$ cat config.mk
export PLATFORM = sky130hd
export DESIGN_NAME = ex_mem_skid_reg
export DESIGN_NICKNAME = d
export VERILOG_FILES = /design/src/rtl/ex_mem_skid_reg.sv
export SDC_FILE = /design/constraint.sdc
export NUM_CORES = 1
export LEC_CHECK = 0
export CORE_ASPECT_RATIO = 0.7
export CORE_MARGIN = 2
export CORE_UTILIZATION = 45
export CTS_CLUSTER_DIAMETER = 120
export CTS_CLUSTER_SIZE = 20
export DETAILED_ROUTE_END_ITERATION = 8
export PLACE_DENSITY = 0.75
export SLEW_MARGIN = 10
export SYNTH_ARGS = -nofsm -noshare
export SYNTH_HDL_FRONTEND = slang
export SYNTH_SLANG_ARGS = --single-unit
$ cat constraint.sdc
create_clock -name clk_i -period 2.2 [get_ports clk_i]
set_input_delay 0.44 -clock clk_i [delete_from_list [all_inputs] [get_ports clk_i]]
set_output_delay 0.44 -clock clk_i [all_outputs]
set_load 0.01 [all_outputs]
$ cat src/rtl/ex_mem_skid_reg.sv
// EX/MEM pipeline register with a two-entry skid buffer, flush-driven bubble insertion
// and a saturating stall counter. Handshake outputs decode only from registered state.
module ex_mem_skid_reg #(
    parameter int                CTRL_W    = 4,
    parameter int                DATA_W    = 32,
    parameter int                RD_W      = 5,
    parameter logic [CTRL_W-1:0] SAFE_MASK = CTRL_W'(4'b1001),
    parameter int                CNT_W     = 16
) (
    input  logic              clk_i,
    input  logic              rst_i,
    input  logic              flush_i,
    input  logic              in_valid_i,
    output logic              in_ready_o,
    input  logic [CTRL_W-1:0] ctrl_i,
    input  logic [DATA_W-1:0] alu_i,
    input  logic [DATA_W-1:0] wdata_i,
    input  logic [RD_W-1:0]   rd_i,
    output logic              out_valid_o,
    input  logic              out_ready_i,
    output logic [CTRL_W-1:0] ctrl_o,
    output logic [DATA_W-1:0] alu_o,
    output logic [DATA_W-1:0] wdata_o,
    output logic [RD_W-1:0]   rd_o,
    output logic [CNT_W-1:0]  stall_cnt_o
);

    localparam int PW = CTRL_W + 2 * DATA_W + RD_W;

    typedef enum logic [1:0] {
        EMPTY,
        ONE,
        TWO
    } state_t;

    state_t          state, state_next;
    logic [PW-1:0]   in_pl, main_pl, skid_pl;
    logic            in_fire, out_fire;
    logic            load_main_in, load_skid, load_main_skid;
    logic [CTRL_W-1:0] main_ctrl;
    logic [CNT_W-1:0]  stall_cnt;

    assign in_ready_o  = (state != TWO);
    assign out_valid_o = (state != EMPTY);
    assign in_fire     = in_valid_i & in_ready_o;
    assign out_fire    = out_valid_o & out_ready_i;
    assign in_pl       = {ctrl_i, alu_i, wdata_i, rd_i};

    always_comb begin
        state_next     = state;
        load_main_in   = 1'b0;
        load_skid      = 1'b0;
        load_main_skid = 1'b0;
        case (state)
            EMPTY: begin
                if (in_fire) begin
                    load_main_in = 1'b1;
                    state_next   = ONE;
                end
            end
            ONE: begin
                if (in_fire && out_fire) begin
                    load_main_in = 1'b1;
                end else if (in_fire) begin
                    load_skid  = 1'b1;
                    state_next = TWO;
                end else if (out_fire) begin
                    state_next = EMPTY;
                end
            end
            TWO: begin
                if (out_fire) begin
                    load_main_skid = 1'b1;
                    state_next     = ONE;
                end
            end
            default: state_next = EMPTY;
        endcase
    end

    // The stall counter keeps counting through a flush; only reset clears it.
    always_ff @(posedge clk_i) begin
        if (rst_i) begin
            state     <= EMPTY;
            main_pl   <= '0;
            skid_pl   <= '0;
            stall_cnt <= '0;
        end else begin
            if (out_valid_o && !out_ready_i && (stall_cnt != {CNT_W{1'b1}}))
                stall_cnt <= stall_cnt + CNT_W'(1);
            if (flush_i) begin
                state <= EMPTY;
            end else begin
                state <= state_next;
                if (load_main_in)
                    main_pl <= in_pl;
                else if (load_main_skid)
                    main_pl <= skid_pl;
                if (load_skid)
                    skid_pl <= in_pl;
            end
        end
    end

    assign main_ctrl   = main_pl[PW-1 -: CTRL_W];
    assign ctrl_o      = main_ctrl & ~(SAFE_MASK & {CTRL_W{~out_valid_o}});
    assign alu_o       = main_pl[2*DATA_W+RD_W-1 -: DATA_W];
    assign wdata_o     = main_pl[DATA_W+RD_W-1 -: DATA_W];
    assign rd_o        = main_pl[RD_W-1:0];
    assign stall_cnt_o = stall_cnt;

endmodule

# ---- After elaboration in Yosys (flattened, before gate mapping)
# Cells that the tools add are included.
dict set report op_classes {
  addsub 1
  eq_ne 8
  n_mux 15
  bitwise_logic 6
  reduce_logical 11
}
# op count
set op_table {}
lappend op_table {{$mux 73} 2}
lappend op_table {{$add 16x1->16 const B} 1}
lappend op_table {{$ne 16x16->1 const B} 1}
lappend op_table {{$mux 2} 5}
lappend op_table {{$ne 2x2->1 const B} 4}
lappend op_table {{$mux 1} 6}
lappend op_table {{$pmux 2 s3} 1}
lappend op_table {{$and 4x4->4} 1}
lappend op_table {{$not 4->4} 1}
lappend op_table {{$reduce_and 2->1} 2}
lappend op_table {{$reduce_and 4->1} 1}
lappend op_table {{$reduce_bool 2->1} 2}
lappend op_table {{$logic_and 1x1->1} 3}
lappend op_table {{$ne 3x3->1 const B} 1}
lappend op_table {{$and 1x1->1} 2}
lappend op_table {{$eq 2x1->1 const B} 1}
lappend op_table {{$eq 2x2->1 const B} 1}
lappend op_table {{$logic_not 2->1} 1}
lappend op_table {{$not 1->1} 2}
lappend op_table {{$pmux 1 s2} 1}
lappend op_table {{$reduce_or 2->1} 1}
lappend op_table {{$logic_not 1->1} 1}
dict set report totals {
  reg_bits 164
  inputBits 78
}

# ---- Depth between registers and ports, before layout
dict set report logic_depth {
  depth_word 7
  depth_mapped 6
  ltp_nobuf 5
}

# ---- Worst setup path after synthesis
# No wires, ideal clock.
dict set report synth_timing {
  path_kind {input-to-reg}
  startpoint {in out_ready_i}
  endpoint {reg stall_cnt[9] (netlist: stall_cnt_o[9])}
  setup_time_ns 0.123
  t_arrival_ns 1.590
  required_ns 2.077
  setup_slack_ns 0.487
  stages 4
  path_buffers 0
  cell_sequence {o21bai_2 or2_4 a2111oi_4 mux2_1}
}
dict set report synth_via {
  elab_chain_len 3
}
# element line_no
set synth_rtl {}
lappend synth_rtl {{start: declaration} 20} ;# input logic out_ready_i,
lappend synth_rtl {{$logic_not 1->1} 89} ;# if (out_valid_o && !out_ready_i && (stall_cnt != {CNT_W{1'b1}}))
lappend synth_rtl {{$logic_and 1x1->1 (2 in series)} 89}
lappend synth_rtl {{end signal: assignment} 90} ;# stall_cnt <= stall_cnt + CNT_W'(1);
lappend synth_rtl {{end: declaration} 41} ;# logic [CNT_W-1:0] stall_cnt;
# No other way between the ends.
# A chain may end at the register's enable or synchronous reset.

# ---- Final worst setup path
dict set report layout_timing {
  startpoint {reg state[0]}
  endpoint {out in_ready_o}
}
dict set report layout_via {
  elab_chain_len 1
}
# element line_no
set layout_rtl {}
lappend layout_rtl {{start: declaration} 36} ;# state_t state, state_next;
lappend layout_rtl {{start signal: assignment} 94} ;# state <= state_next;
lappend layout_rtl {{$ne 2x2->1} 43} ;# assign in_ready_o = (state != TWO);
lappend layout_rtl {{end: declaration} 14} ;# output logic in_ready_o,
# No other way between the ends.

==> metrics <==
outcome=finished, final reports clean; Final WS setup=0.123 ns; Post-synth EDFFs=0; GR Util All Layers=20.0%; Worst IR Drop VDD=425 uV; Hold/Removal Path Class=register to register; DRT Pass-1 Iters=4; via count=6102; max-slew violation total from the final report=0; fin cells=1150; layout cells sized above 1=8.00%; Worst Hold End=skid_pl[11]$_SDFFE_PP0P_; Placement Setup Slack=-0.0897 ns; clk buf depth=2; capturing point of the worst reg2reg path=stall_cnt_o[0]$_SDFFE_PP0P_; Worst EP required=1.76 ns; Crit path buffers/inverters=1; Routed Antenna Nets=0; largest cells by area after synthesis=dfxtp_1 43%, a21oi_1 10%, mux2i_1 10%, a311oi_1 8.6%, buf_4 7.8%; Yosys Warn Count=0; critical path's slowest cell=clkdlybuf4s50_1; CP arrival=1.64 ns; sequential fraction of the synthesis area=43.3%; FP Rows=39; core area=16400 um2; largest family of logic cells by synthesized area=compound AO/OA/AOI/OAI gates; placed insts=1118; Critical Path Max Stage Delay=0.60 ns; Fill cells=1483; initial antenna violation count=0; Routability Congestion=0.840; r2r worst-path depth=5; Crit path max-delay family=buffers and inverters; hold slack final=0.452 ns; Buffers on Ports=168; synth unique cells=47; Initial Utilization=46.2%; R2R Path Start=stall_cnt_o[0]$_SDFFE_PP0P_; crit share post-route=94.4%; worst-margin pin slew=0.458 ns; Die Y=113 um; Clock Tree Root=clkbuf_16; CTS Buf Count=17; synthesized flop and latch total=164; fmax=481 MHz; Post-Synth XOR/XNOR Area=0%; area of the die=17900 um2; Overflow after GRT=0; Top FF cell, synth=dfxtp_1; final setup fails=0; vias in the first global route=5648; # hold bufs at CTS=0; crit end category=primary output; TNS Setup=0 ns; Yosys top cell area share=43.3%; cell count after synthesis=848; Pwr Density=738 nW/um2; width of the chip=159 um; clock skew=0.00915 ns; CTS tree=built; Post-Syn Area per Cell=8.94 um2; worst-path cell chain=nand2b_1 > clkdlybuf4s50_1; critical path class=register to primary output; Clock Sinks=164; DR iter-0 viols=439; CTS H-tree lvls=4; Hold Crit Start=skid_pl[11]$_SDFFE_PP0P_; post-DR vias/cell=5.31; hpwl dp=11600 um; global-route wire length before repair=29200 um; most frequent cells in the layout=165 x clkdlybuf4s50_1, 162 x dfxtp_1, 155 x a21oi_1, 152 x nand2_1, 76 x mux2i_1; Routed Wire Length=17900 um; nets@finish=991; hold path depth=2; synthesized area=7580 um2; Post-Synth Simple-Gate Area=12.9%; Adder-Cell Fraction of Synth Area=0.165%; Final min period=2.08 ns; RSZ-0062 raised after global routing=false; crit start category=register; LEAKAGE=3.43 nW; Ports=169; commonest non-fill, non-tap cell in the layout=clkdlybuf4s50_1; DR DRC count=0; area fraction in compound gates after synthesis=20.5%; CTS clk-pin slew, worst paths=0.06 ns; setup slack, reg-to-reg=0.33 ns; maximum fanout along the worst path=8; Final Hold Viols=0; Post-synth ARST share=0%; Synth Net Count=927; Worst-Skew Late Latency=0.42 ns; Yosys top cell by area=dfxtp_1; Slew HR=69.5%; Wirelength per Cell=15.5 um; Area growth, synth to finish=26.9%; post-synthesis mux area share=10.9%; largest net degree at the start of global routing=67; Max-Cap Viols=0; diode count=0
==> worst max path at each step <==
stage                                startpoint  cells past startpoint                          end
final                     state[0]$_SDFFE_PP0P_                      2                   in_ready_o
after global routing      state[0]$_SDFFE_PP0P_                      2                   in_ready_o
after CTS                 state[0]$_SDFFE_PP0P_                      2                   in_ready_o
after detailed placement            out_ready_i                      5  stall_cnt_o[9]$_SDFFE_PP0P_
after global placement              out_ready_i                      5  stall_cnt_o[9]$_SDFFE_PP0P_
after floorplan                     out_ready_i                      4  stall_cnt_o[9]$_SDFFE_PP0P_
==> synth_stat cells (2+ instances only) <==
library cell	n
dfxtp_1	164
a21oi_1	155
nand2_1	152
buf_4	79
mux2i_1	76
a311oi_1	74
clkbuf_1	48
nor2_1	10
nor2b_1	9
buf_2	7
buf_6	7
mux2_1	6
nand3_1	6
inv_1	5
nand2b_1	5
buf_1	4
nor3_1	4
a211oi_1	2
and2_1	2
nand4_1	2
nor3_4	2
nor4_4	2
o31ai_1	2
or4_1	2
==> cells by family (layout without fill, tap and decap cells) <==
kind of cell	after synthesis	count (layout)
flip-flops	164	164
AND/OR/NAND/NOR	208	208
AO/OA/AOI/OAI	243	243
multiplexers	82	82
buffers and inverters	150	227
adder cells (fa/ha/maj)	1	1
==> cell type report <==
type | instances | area, um2 | share of cell area, %
Multi-Input combinational cell | 534 | 3400 | 35.4
Sequential cell | 164 | 3290 | 34.2
Timing Repair Buffer | 190 | 2020 | 21.0
Clock buffer | 18 | 439 | 4.57
Tap cell | 225 | 282 | 2.93
Clock inverter | 14 | 171 | 1.78
Inverter | 5 | 21.3 | 0.221
==> what timing repair did <==
| item | 4_1_cts | 5_1_grt |
|---|---|---|
| resized for setup | 4 | 0 |
| setup buffers | 0 | 0 |
| setup endpoints to repair | 3 | 0 |
==> report_power, final <==
group | switching, mW | leakage [nW] | internal (mW) | total [mW]
Clock | 1.30 | 0.288 | 1.74 | 3.03
Combinational | 0.434 | 1.81 | 0.487 | 0.921
Sequential | 0.0636 | 1.34 | 3.08 | 3.14
Total | 1.79 | 3.43 | 5.30 | 7.09
==> registers in the layout, indices dropped and copies added (netlist names) <==
signal,flops
main_pl,73
skid_pl,73
stall_cnt_o,16
state,2
==> tightest hold or removal path, cell delays in order, from the launching register on <==
cell and delay [ns]:
dfxtp_1 0.31, nand2_1 0.05, a21oi_1 0.05
==> stage by stage <==
stage                     utilization (%)  power, mW  cell area (um2)
after floorplan                         -       3.78             7580
after CTS                            58.7       7.19             9620
after global placement               54.9       4.12             9010
after detailed placement             54.9       4.13             9010
final                                58.7       7.09             9620
after global routing                 58.7       7.38             9620
==> routing by layer <==
| metal | vias to the layer above | share of wire [%] | track usage (%) | wire length (um) |
|---|---|---|---|---|
| met5 | - | 0 | 0 | 0 |
| met4 | 0 | 1.1 | 5.70 | 188 |
| met3 | 14 | 5.2 | 5.36 | 923 |
| met2 | 141 | 45 | 31.3 | 7980 |
| met1 | 2855 | 49 | 27.1 | 8780 |
| li1 | 3092 | - | - | - |
Power figures use the tool's default switching activity.
